--- src/rtl/cpu_pkg.sv ---
// Shared CPU package: completion-bus packet format and register-file
// constants used by the multiplier completion buffer.
//   ROB_IDX_W  - reorder-buffer index width
//   PRF_IDX_W  - physical register tag width
//   ZERO_REG   - tag of the hardwired zero register
//   cdb_pkt_t  - one common-data-bus broadcast {result, rob_idx, dest_tag}
package cpu_pkg;

  localparam int ROB_IDX_W = 5;
  localparam int PRF_IDX_W = 6;

  localparam logic [PRF_IDX_W-1:0] ZERO_REG = '0;

  typedef struct packed {
    logic [63:0]          result;
    logic [ROB_IDX_W-1:0] rob_idx;
    logic [PRF_IDX_W-1:0] dest_tag;
  } cdb_pkt_t;

endpackage

--- src/rtl/cdb_fifo.sv ---
// Circular FIFO of cdb_pkt_t entries with wrap-around head/tail pointers.
// Ports:
//   clock, reset  - clock and synchronous active-high reset
//   clear         - drop every entry (head jumps to tail); overrides push/pop
//   push, push_data - write push_data at tail (ignored when full without pop)
//   pop           - advance head (ignored when empty)
//   head_data     - oldest entry, all zeros when empty
//   count         - occupied entries (0..DEPTH)
//   full, empty   - occupancy flags
module cdb_fifo
  import cpu_pkg::*;
#(
  parameter int DEPTH = 4
) (
  input  logic                   clock,
  input  logic                   reset,
  input  logic                   clear,
  input  logic                   push,
  input  cdb_pkt_t               push_data,
  input  logic                   pop,
  output cdb_pkt_t               head_data,
  output logic [$clog2(DEPTH):0] count,
  output logic                   full,
  output logic                   empty
);

  localparam int PTR_W = (DEPTH > 1) ? $clog2(DEPTH) : 1;
  localparam int CNT_W = $clog2(DEPTH) + 1;
  localparam logic [PTR_W-1:0] LAST = PTR_W'(DEPTH - 1);

  cdb_pkt_t         mem [DEPTH];
  logic [PTR_W-1:0] head;
  logic [PTR_W-1:0] tail;
  logic             push_ok;
  logic             pop_ok;

  function automatic logic [PTR_W-1:0] next_ptr(input logic [PTR_W-1:0] ptr);
    return (ptr == LAST) ? '0 : ptr + PTR_W'(1);
  endfunction

  assign empty   = (count == '0);
  assign full    = (count == CNT_W'(DEPTH));
  assign pop_ok  = pop & ~empty;
  // A pop in the same cycle frees the slot, so a push at full is accepted.
  assign push_ok = push & (~full | pop_ok);

  // NOTE: every signal assigned in always_comb gets a default first, so no
  // path leaves it unassigned and no latch is inferred.
  always_comb begin
    head_data = '0;
    if (!empty) head_data = mem[head];
  end

  // NOTE: sequential state uses non-blocking assignments so every register
  // samples pre-edge values regardless of statement order.
  always_ff @(posedge clock) begin
    if (reset) begin
      head  <= '0;
      tail  <= '0;
      count <= '0;
    end else if (clear) begin
      head  <= tail;
      count <= '0;
    end else begin
      if (push_ok) tail <= next_ptr(tail);
      if (pop_ok)  head <= next_ptr(head);
      count <= count + CNT_W'(push_ok) - CNT_W'(pop_ok);
    end
  end

  // NOTE: storage is not reset; validity is tracked by count and the head
  // output is masked when empty, so the array maps onto plain RAM.
  always_ff @(posedge clock) begin
    if (!reset && !clear && push_ok) mem[tail] <= push_data;
  end

endmodule

--- src/rtl/mult_cdb_buffer.sv ---
// Completion buffer behind the 4-stage pipelined multiplier. Captures every
// product with its ROB index and destination tag, queues it for the common
// data bus, and returns credit so an accepted start never overflows it.
// Ports:
//   clock, reset     - clock and synchronous active-high reset
//   flush_i          - squash all queued and in-flight results
//   mult_start_i     - an op enters the multiplier this cycle
//   mult_done_i      - multiplier result valid this cycle
//   mult_product_i, mult_rob_idx_i, mult_dest_tag_i - result payload
//   issue_ready_o    - a start may be accepted this cycle
//   cdb_req_o, cdb_gnt_i - broadcast handshake with the CDB arbiter
//   cdb_result_o, cdb_rob_idx_o, cdb_dest_tag_o - head entry (0 when empty)
//   count_o          - occupied entries
module mult_cdb_buffer
  import cpu_pkg::cdb_pkt_t;
#(
  parameter int DEPTH     = 4,
  parameter int LAT       = 4,
  parameter int ROB_IDX_W = cpu_pkg::ROB_IDX_W,
  parameter int PRF_IDX_W = cpu_pkg::PRF_IDX_W
) (
  input  logic                   clock,
  input  logic                   reset,
  input  logic                   flush_i,
  input  logic                   mult_start_i,
  input  logic                   mult_done_i,
  input  logic [63:0]            mult_product_i,
  input  logic [ROB_IDX_W-1:0]   mult_rob_idx_i,
  input  logic [PRF_IDX_W-1:0]   mult_dest_tag_i,
  output logic                   issue_ready_o,
  output logic                   cdb_req_o,
  input  logic                   cdb_gnt_i,
  output logic [63:0]            cdb_result_o,
  output logic [ROB_IDX_W-1:0]   cdb_rob_idx_o,
  output logic [PRF_IDX_W-1:0]   cdb_dest_tag_o,
  output logic [$clog2(DEPTH):0] count_o
);

  localparam int IF_W = $clog2(LAT + 1);

  logic [IF_W-1:0] inflight;
  logic [IF_W-1:0] inflight_next;
  logic [IF_W-1:0] squash;
  logic            push;
  logic            pop;
  logic            discard;
  logic            fifo_full;
  logic            fifo_empty;
  cdb_pkt_t        push_pkt;
  cdb_pkt_t        head_pkt;

  always_comb begin
    inflight_next = inflight + IF_W'(mult_start_i) - IF_W'(mult_done_i);

    push_pkt          = '0;
    push_pkt.result   = mult_product_i;
    push_pkt.rob_idx  = mult_rob_idx_i;
    push_pkt.dest_tag = mult_dest_tag_i;

    // A done is squashed while older flushes still own pipeline slots; a done
    // in the flush cycle itself is dropped as well.
    discard = mult_done_i & (squash != '0);
    push    = mult_done_i & (squash == '0) & ~flush_i;
    pop     = cdb_req_o & cdb_gnt_i;

    // Credit counts ops still in the multiplier as already occupying a slot,
    // and uses registered state only so it never loops through issue logic.
    issue_ready_o = (int'(count_o) + int'(inflight)) < DEPTH;
  end

  always_ff @(posedge clock) begin
    if (reset) begin
      inflight <= '0;
      squash   <= '0;
    end else begin
      // The pipeline keeps draining across a flush, so inflight never resets.
      inflight <= inflight_next;
      if (flush_i) begin
        // Everything still inside the multiplier after this edge is stale.
        squash <= inflight_next;
      end else if (discard) begin
        squash <= squash - IF_W'(1);
      end
    end
  end

  cdb_fifo #(
    .DEPTH(DEPTH)
  ) u_fifo (
    .clock     (clock),
    .reset     (reset),
    .clear     (flush_i),
    .push      (push),
    .push_data (push_pkt),
    .pop       (pop),
    .head_data (head_pkt),
    .count     (count_o),
    .full      (fifo_full),
    .empty     (fifo_empty)
  );

  assign cdb_req_o      = ~fifo_empty;
  assign cdb_result_o   = head_pkt.result;
  assign cdb_rob_idx_o  = head_pkt.rob_idx;
  assign cdb_dest_tag_o = head_pkt.dest_tag;

  a_no_overflow: assert property (@(posedge clock) disable iff (reset)
    !(push && fifo_full && !pop));
  a_start_credit: assert property (@(posedge clock) disable iff (reset)
    !(mult_start_i && !issue_ready_o));
  a_done_has_op: assert property (@(posedge clock) disable iff (reset)
    !(mult_done_i && inflight == '0));

endmodule

--- config.mk ---
export PLATFORM = sky130hd
export DESIGN_NAME = mult_cdb_buffer
export DESIGN_NICKNAME = d
export VERILOG_FILES = /design/src/rtl/cpu_pkg.sv /design/src/rtl/cdb_fifo.sv /design/src/rtl/mult_cdb_buffer.sv
export SDC_FILE = /design/constraint.sdc
export NUM_CORES = 1
export LEC_CHECK = 0
export CORE_MARGIN = 2
export CORE_UTILIZATION = 34
export CTS_CLUSTER_DIAMETER = 40
export DETAILED_ROUTE_END_ITERATION = 6
export GPL_TIMING_DRIVEN = 0
export HOLD_SLACK_MARGIN = 0.12
export PLACE_DENSITY = 0.63
export SETUP_SLACK_MARGIN = 0.05
export SKIP_CTS_REPAIR_TIMING = 1
export SLEW_MARGIN = 20
export SYNTH_ARGS = -nofsm -noshare
export SYNTH_HDL_FRONTEND = slang
export SYNTH_SLANG_ARGS = --single-unit
--- constraint.sdc ---
create_clock -name clock -period 6.1 [get_ports clock]
set_input_delay 1.22 -clock clock [delete_from_list [all_inputs] [get_ports clock]]
set_output_delay 1.22 -clock clock [all_outputs]
set_load 0.01 [all_outputs]
==> results by group <==
Layout
  – Layout Cells excl Fill: 1271
  – Layout cell share with drive strength beyond 1: a little over a fifth
  – Fin nets: 875
  – Filler cell count: a little over 3k
  – Antenna Cells: 0
  – Synthesis-to-layout area growth: 29.8%
  – Final instance area: around 16000 µm²

Routing
  – Met2 WL: between 10000 and 15000 µm
  – Vias: between 6k and 7k
  – DR DRC count: 0
  – Routed WL: ~26000 µm
  – Drt wl/cell: 20.3 µm
  – Initial DRC count: roughly 260
  – Met3 WL: roughly 1400 µm
  – Top sig layer: met4
  – Drt pass-1 iters: 6
  – Final antenna-violating net count: 0
  – Vias per inst: roughly 4.8
  – Metal-1 WL: 11200 µm

Clock network
  – CTS clk-pin slew, worst paths: around 0.050 ns
  – Maximum clock insertion buffer count: 3
  – TritonCTS Sinks: around 320
  – Clock Tree Root: clkbuf_16
  – Clk_lat worst skew: 0.53 ns
  – CTS tree: yes
  – H-tree levels: 2
  – Num CTS Buffers: between 40 and 50

Synth
  – Mapped Area: 12200 µm²
  – Post-synthesis sequential area ratio: 76.3%
  – Syn_nets: around 660
  – Synth unique cells: 37
  – Yosys reg bits: 315
  – Avg Inst Size Synth: about 21 µm²
  – Mapped Cells: 568
  – Yosys warns: 0

Place
  – Setup WS pre-CTS: between 2 and 2.5 ns
  – Port Buffer Count: 160
  – Final Wtd Congestion: between 0.7 and 0.8
  – Post-detail-place hpwl: roughly 16000 µm
  – Placed instance area: 14600 µm²
  – Cell total after placement: 1196

Worst setup path
  – Crit. End Element: primary output
  – CP max stage delay: about 0.6 ns
  – RR Startpoint: squash[0]$_SDFFE_PP0P_
  – CP arrival: 2.82 ns
  – Setup Crit Path Kind: reg -> out
  – Data required, critical path: around 5 ns
  – CP top delay family: buffers and inverters
  – RR Endpoint: u_fifo.mem[1][69]$_DFFE_PP_
  – Crit-path max FO: 10
  – R2R setup slack: roughly 3.5 ns
  – Critical-path cell list: or3_1 > buf_2 > buf_6 > clkbuf_1 > and2_1 > clkdlybuf4s50_1
  – Crit path buf inv count: 4
  – Startpoint types: flip-flop
  – R2r worst-path depth: 7
  – CP max stage cell: clkdlybuf4s50_1

Min path
  – Worst hold path type: reg -> reg
  – Hold Path Depth: 2
  – Hold Path Sink: u_fifo.head[1]$_SDFFE_PP0N_
  – Hold_sp: u_fifo.head[1]$_SDFFE_PP0N_

Floorplanning
  – Die Footprint: around 37000 µm²
  – Die height: approximately 190 µm
  – Initial core utilization: 34.4%
  – Die width: 193 µm
  – Top Ports: 161
  – Core box area: 35500 µm²
  – Row count: 69

Timing
  – Fin Setup TNS: 0 ns
  – Slew Limit Headroom: a little under half
  – Final Slew Violations: 0
  – Period utilization: 66.2%
  – Final setup fails: 0
  – Max Fclk: 248 MHz
  – Clk_skew: about 0.0079 ns
  – Slew @ Worst Pin: a little over 0.8 ns
  – RSZ-0062 raised after global routing: no
  – Fin crit period: 4.04 ns
  – Slack of the critical path: about 2.1 ns
  – Hold WS: about 0.51 ns
  – Final hold vios: 0

GRT
  – Grt ovf: 0
  – Gr usage total: 13.9%
  – Initial antenna violation count: 0
  – First-pass GRT wire length: 39000 µm
  – Largest net degree at the start of global routing: 39
  – Vias in the first global route: 6555

Run status
  – Status: completed

Pwr
  – Peak supply drop: 0.265 mV
  – Pleak: about 5.1 nW
  – PwrDens: between 300 and 400 nW/µm²

Run
  – Max cap viols: 0
## routing by layer
layer / track usage, % / vias to the layer above
li1: - / 2724
met1: 17.7 / 3163
met5: 0 / -
met2: 23.1 / 141
met4: 3.79 / 0
met3: 4.24 / 35
## layout by cell type, fill, tap and decap left out, types with 7 or more instances in the layout
master           count
ha_1                13
clkdlybuf4s50_1    160
inv_1               14
and2_1              77
mux4_2              75
inv_6                8
edfxtp_1           300
buf_2                9
clkbuf_1            13
buf_6                7
clkinv_2             8
clkbuf_16           43
dfxtp_1             15
## worst reg2reg max path, cell delays in order, from the launching register on
cell	delay [ns]
dfxtp_1	0.30
inv_1	0.10
ha_1	0.22
nand4bb_1	0.24
nor2_1	0.35
and3_4	0.55
buf_12	0.26
buf_12	0.27
## cell families (layout without fill, tap and decap cells)
family / count (synthesis) / in the layout / share of synthesized area [%]
muxes: 75 / 75 / 13.8
buffers and inverters: 41 / 283 / 1.78
and+or+nand+nor: 101 / 101 / 5.16
adders and majority gates: 15 / 15 / 1.66
AOI/OAI and AO/OA: 17 / 17 / 0.994
xor gates and xnor gates: 4 / 4 / 0.287
DFF: 315 / 315 / 76.3
## where the power goes
| part | switching (mW) | internal (mW) | total, mW |
|---|---|---|---|
| clock | 0.931 | 1.31 | 2.24 |
| sequential | 0.0161 | 2.40 | 2.41 |
| combinational | 0.248 | 0.292 | 0.540 |
## worst max path at each step
| stage | startpoint | to | slack (ns) | cells past startpoint |
|---|---|---|---|---|
| 6_report | u_fifo.count[1]$_SDFF_PP0_ | cdb_result_o[34] | 2.06 | 6 |
| 3_5_place_dp | mult_done_i | u_fifo.mem[1][37]$_DFFE_PP_ | 2.21 | 6 |
| 5_1_grt | u_fifo.count[1]$_SDFF_PP0_ | cdb_result_o[39] | 1.84 | 6 |
| 4_1_cts | u_fifo.count[1]$_SDFF_PP0_ | cdb_result_o[39] | 1.91 | 6 |
| 3_3_place_gp | mult_done_i | u_fifo.mem[3][72]$_DFFE_PP_ | -0.31 | 4 |
| 2_1_floorplan | flush_i | u_fifo.mem[0][0]$_DFFE_PP_ | 2.16 | 3 |
## registers in the layout, indices dropped and copies added (netlist names), named ones only
name,count
u_fifo.count,3
u_fifo.mem,300
u_fifo.head,2
squash,3
inflight,3
u_fifo.tail,2
## stage by stage
stage / power (mW) / utilization [%]
global placement: 3.01 / 40.5
global route: 5.40 / 44.7
finish: 5.19 / 44.7
floorplan: 2.73 / -
CTS: 5.28 / 44.7
detailed placement: 3.01 / 41.0
## cell type report
cell class                      instances  area [µm²]  area share [%]
Inverter                               14        52.6           0.332
Timing Repair Buffer                  167        1760            11.1
Multi-Input combinational cell        212        2700            17.0
Buffer                                 27         165            1.04
Tap cell                              461         577            3.64
Clock buffer                           46        1090            6.86
Sequential cell                       315        9310            58.8
Clock inverter                         29         199            1.26
## cell usage after synthesis, drive strengths merged
cell	count	share of area, %
a21boi	1	0.062
o31a	1	0.072
a211oi	2	0.12
nand4bb	1	0.092
inv	14	0.43
nor3	1	0.041
nor2b	1	0.051
nand3b	1	0.062
dfxtp	15	2.5
nand2	1	0.031
o21ai	2	0.082
a21oi	5	0.21
nand2b	1	0.051
clkbuf	10	0.31
nor4	1	0.051
xnor2	4	0.29
fa	2	0.33
a31oi	1	0.051
or3b	1	0.072
and2	77	3.9
or4	1	0.062
and3	7	0.36
ha	13	1.3
nor4b	1	0.072
o31ai	1	0.062
buf	17	1.0
mux4	75	14
edfxtp	300	74
o41ai	1	0.072
or3	1	0.051
a221oi	2	0.19
nor2	5	0.15
nor3b	1	0.062
a311oi	1	0.072
(Power assumes the default switching activity.)
